**src/rtl/regw_arbiter.sv**
```systemverilog
// regw_arbiter: shares the register-file write port among ALU, load unit and debug host with a starvation guard
module regw_arbiter #(
  parameter int DATA_W       = 16,
  parameter int ADDR_W       = 3,
  parameter int STARVE_LIMIT = 4
) (
  input  logic              clk,
  input  logic              reset,
  input  logic              alu_valid,
  input  logic [ADDR_W-1:0] alu_addr,
  input  logic [DATA_W-1:0] alu_data,
  output logic              alu_ready,
  input  logic              ld_valid,
  input  logic [ADDR_W-1:0] ld_addr,
  input  logic [DATA_W-1:0] ld_data,
  output logic              ld_ready,
  input  logic              dbg_valid,
  input  logic [ADDR_W-1:0] dbg_addr,
  input  logic [DATA_W-1:0] dbg_data,
  output logic              dbg_ready,
  output logic              en_w,
  output logic [ADDR_W-1:0] addr_w,
  output logic [DATA_W-1:0] bus_w,
  output logic [1:0]        grant_id
);
  localparam int CW = $clog2(STARVE_LIMIT + 1);
  localparam logic [CW-1:0] LIM = CW'(STARVE_LIMIT);
  logic              rr_q, rr_d;
  logic [CW-1:0]     starve_q, starve_d;
  logic              en_q, en_d;
  logic [ADDR_W-1:0] addr_q, addr_d;
  logic [DATA_W-1:0] bus_q, bus_d;
  logic [1:0]        gid_q, gid_d;
  logic              sec_any, pick_dbg, grant_sec, grant_alu;
  always_comb begin
    sec_any   = ld_valid | dbg_valid;
    pick_dbg  = dbg_valid & (~ld_valid | rr_q);
    grant_sec = sec_any & ((starve_q == LIM) | ~alu_valid);
    grant_alu = alu_valid & ~grant_sec;
    alu_ready = ~reset & grant_alu;
    ld_ready  = ~reset & grant_sec & ~pick_dbg;
    dbg_ready = ~reset & grant_sec & pick_dbg;
    rr_d      = grant_sec ? ~pick_dbg : rr_q;
    starve_d  = (grant_sec | ~sec_any) ? '0 : (starve_q == LIM) ? starve_q : starve_q + 1'b1;
    en_d      = grant_alu | grant_sec;
    gid_d     = grant_alu ? 2'd0 : !grant_sec ? 2'd3 : pick_dbg ? 2'd2 : 2'd1;
    addr_d    = grant_alu ? alu_addr : !grant_sec ? addr_q : pick_dbg ? dbg_addr : ld_addr;
    bus_d     = grant_alu ? alu_data : !grant_sec ? bus_q : pick_dbg ? dbg_data : ld_data;
  end
  always_ff @(posedge clk or posedge reset) begin
    if (reset) begin
      rr_q     <= 1'b0;
      starve_q <= '0;
      en_q     <= 1'b0;
      addr_q   <= '0;
      bus_q    <= '0;
      gid_q    <= 2'd3;
    end else begin
      rr_q     <= rr_d;
      starve_q <= starve_d;
      en_q     <= en_d;
      addr_q   <= addr_d;
      bus_q    <= bus_d;
      gid_q    <= gid_d;
    end
  end
  assign en_w     = en_q;
  assign addr_w   = addr_q;
  assign bus_w    = bus_q;
  assign grant_id = gid_q;
endmodule

```
**config.mk**
```make
export PLATFORM = sky130hd
export DESIGN_NAME = regw_arbiter
export DESIGN_NICKNAME = d
export VERILOG_FILES = /design/src/rtl/regw_arbiter.sv
export SDC_FILE = /design/constraint.sdc
export NUM_CORES = 1
export LEC_CHECK = 0
export BUFFER_PORTS_ARGS = -buffer_cell sky130_fd_sc_hd__buf_2
export CORE_ASPECT_RATIO = 0.5
export CORE_UTILIZATION = 30
export CTS_CLUSTER_SIZE = 24
export DETAILED_ROUTE_END_ITERATION = 6
export PLACE_DENSITY = 0.6
export SYNTH_ARGS = -nofsm -noshare
export SYNTH_HDL_FRONTEND = slang
export SYNTH_SLANG_ARGS = --single-unit
```
**constraint.sdc**
```tcl
create_clock -name clk -period 1.85 [get_ports clk]
set_input_delay 0.185 -clock clk [delete_from_list [all_inputs] [get_ports clk]]
set_output_delay 0.185 -clock clk [all_outputs]
set_load 0.005 [all_outputs]
```
==> flow_summary.json <==
{
  "hold_buffers": 0,
  "irDropWorstVdd_uv": 300.6,
  "gp_congestion": 0.7135,
  "timing.final.crit_share": 0.9517,
  "crit_required_ps": 1660,
  "period_minus_slack_ps": 1761,
  "wl_per_cell_um": 13.77,
  "fillers": 396,
  "ys_ff_latch": 26,
  "num_antenna_cells": 0,
  "clk_path_buf_depth": 2,
  "grt_antenna_before_repair": 0,
  "yosysSeqAreaShare": 0.4976,
  "p_per_area_nw_per_um2": 747.7,
  "cp-start-kind": "register",
  "rrSetupSlack_ps": 200,
  "ant_nets": 0,
  "crit_slowest_cell": "dfrtp_1",
  "path_class": "register to primary output",
  "synth_nets": 183,
  "dp_hpwl_um": 2727,
  "slew_headroom": 0.7595,
  "slew_violations": 0,
  "nNetsFinal": 275,
  "first_pass_iters": 4,
  "crit_buf_inv": 2,
  "ioPinCount": 87,
  "grt_pass1_wl_um": 5796,
  "path_cells": "inv_1, ha_1, nand2_2, o2bb2ai_4, nand2b_1, nor2_1, buf_2",
  "area_delta_synth_final_pct": 48.14,
  "core_area_um2": 4044,
  "synth.cell_area_um2": 1313,
  "tritoncts": "built",
  "die_area_um2": 4659,
  "final_layout_size_suffix_gt1_frac": 0.5095,
  "synth_area_per_cell_um2": 11.03,
  "crit_path_start": "starve_q[0]",
  "seq_area_um2": 653.1,
  "outcome": "finished with violations",
  "worst_pin_slew_ps": 357.0,
  "violations": "hold timing",
  "crit_end": "ld_ready",
  "grtUsageTotal": 0.1636,
  "yosys_warnings": 0,
  "hold_path_class": "primary input to asynchronous set/reset pin",
  "vias": 1284,
  "slowest_delay_ps": 410,
  "wirelength_um": 3635,
  "dp_slack_ps": 312.2,
  "finalWorstSetupSlack_ps": 89.38,
  "final_common_cell": "buf_2",
  "syn_inst": 119,
  "initial_core_util": 0.3246,
  "chipHeight_um": 48.77,
  "drt-vias-per-instance": 4.864,
  "cp_max_fo": 7,
  "crit_family": "flip-flops",
  "cp_num_cells": 7,
  "endpoint_kind": "primary output",
  "grt_max_degree": 35,
  "grt_pass1_vias": 1218,
  "die_x_um": 95.54,
  "synth_cell_types": 20,
  "multi_input_area_um2": 604.3,
  "cap_violations": 0,
  "maxClockFrequency_mhz": 568.0,
  "port_buffers": 86,
  "reg2reg_depth": 8,
  "clock_skew_ps": 6.902,
  "cts_htree_levels": 1,
  "drc": 0,
  "clkSinkCount": 26,
  "fin_hold_ws_ps": -5.652,
  "dr.first_iter.drc_count": 60,
  "p_leak_nw": 1.026,
  "worstReg2RegStart": "starve_q[0]",
  "final_cell_mix": "buf_2, dfrtp_1, mux2i_1",
  "hold_viol": 13,
  "finalSetupViolCount": 0,
  "row_count": 16,
  "clkLatencyLatePin_ps": 270,
  "arrival_ps": 1580,
  "worstReg2RegEnd": "bus_w[1]",
  "cts_buffers": 3,
  "cts-root-buf": "clkbuf_8",
  "grt-ovfl-total": 0,
  "cts.clk_slew.worst_paths_ps": 90
}
## what timing repair did
| action | CTS | global route |
|---|---|---|
| setup buffers | 0 | 4 |
| setup endpoints to repair | 0 | 3 |
| gates resized for setup | 0 | 1 |
## worst register-to-register path: cells and delay by family (launching register included)
kind | cells | cell delay [ps]
AO/OA/AOI/OAI | 3 | 460
AND/OR/NAND/NOR | 1 | 90
buffers and inverters | 3 | 390
adder cells (fa/ha/maj) | 1 | 170
flip-flops | 1 | 410
## power breakdown
| group | internal (mW) | leakage [nW] | switching (mW) |
|---|---|---|---|
| registers | 0.628 | 0.319 | 0.0304 |
| clock network | 0.289 | 0.0357 | 0.177 |
| logic | 0.170 | 0.671 | 0.159 |
## area by class of cell
class / instances / share of cell area
Tap cell: 54 / 0.03475
Sequential cell: 26 / 0.3359
Clock buffer: 3 / 0.02124
Inverter: 6 / 0.01158
Clock inverter: 1 / 0.01544
Multi-Input combinational cell: 77 / 0.3108
Timing Repair Buffer: 97 / 0.2703
## flip-flops by register name, indices dropped and copies added (netlist names)
register / cells
bus_w: 16
addr_w: 3
starve_q: 3
grant_id: 2
en_w: 1
rr_q: 1
## kinds of logic after synthesis
logic type      Yosys count  synth area share
simple gates             13           0.04862
mux                      20            0.1525
fa+ha+maj                 2           0.01906
buf+inv                  16           0.06196
flops                    26            0.4976
compound gates           42            0.2202
## worst min path at each step
stage           from  depth (start not counted)         to  slack (ps)
2_1_floorplan  reset                          1  addr_w[0]         230
3_3_place_gp   reset                          3  addr_w[0]         310
3_5_place_dp   reset                          3  bus_w[10]         310
4_1_cts        reset                          3  bus_w[10]           6
5_1_grt        reset                          3       rr_q          40
6_report       reset                          3       rr_q          -6
## cells in the mapped netlist
| master | number | share of area |
|---|---|---|
| o2bb2ai_1 | 1 | 0.0067 |
| dfrtp_1 | 24 | 0.46 |
| dfstp_2 | 2 | 0.040 |
| o21ai_1 | 18 | 0.069 |
| buf_6 | 2 | 0.017 |
| nor2_1 | 3 | 0.0086 |
| clkbuf_2 | 1 | 0.0038 |
| and3_1 | 1 | 0.0048 |
| buf_2 | 4 | 0.015 |
| o21ai_2 | 1 | 0.0067 |
| o21ai_0 | 3 | 0.011 |
| mux2i_1 | 20 | 0.15 |
| nor3_1 | 2 | 0.0076 |
| a32oi_1 | 19 | 0.13 |
| inv_1 | 6 | 0.017 |
| nand2_1 | 4 | 0.011 |
| nand2b_1 | 1 | 0.0048 |
| ha_1 | 2 | 0.019 |
| clkbuf_1 | 3 | 0.0086 |
| nor3b_1 | 2 | 0.011 |
## stage by stage
step / setup TNS (ps) / total power [mW] / std cells / utilization / area (µm²)
after global routing: -6.054 / 1.548 / 264 / 0.4808 / 1944
after CTS: 0 / 1.461 / 260 / 0.4728 / 1912
after detailed placement: 0 / 0.9930 / 256 / 0.4551 / 1841
after floorplan: 0 / 0.8254 / 119 / - / 1313
final: 0 / 1.454 / 264 / 0.4808 / 1944
after global placement: 0 / 0.9840 / 256 / 0.4551 / 1841
## layer usage
layer / track usage / share of wire / up-vias
met2: 0.2750 / 0.49 / 35
met5: 0 / 0 / -
met4: 0.02985 / 0.0061 / 0
met1: 0.2207 / 0.46 / 613
met3: 0.03271 / 0.044 / 2
li1: - / - / 634
(Power assumes the default switching activity.)
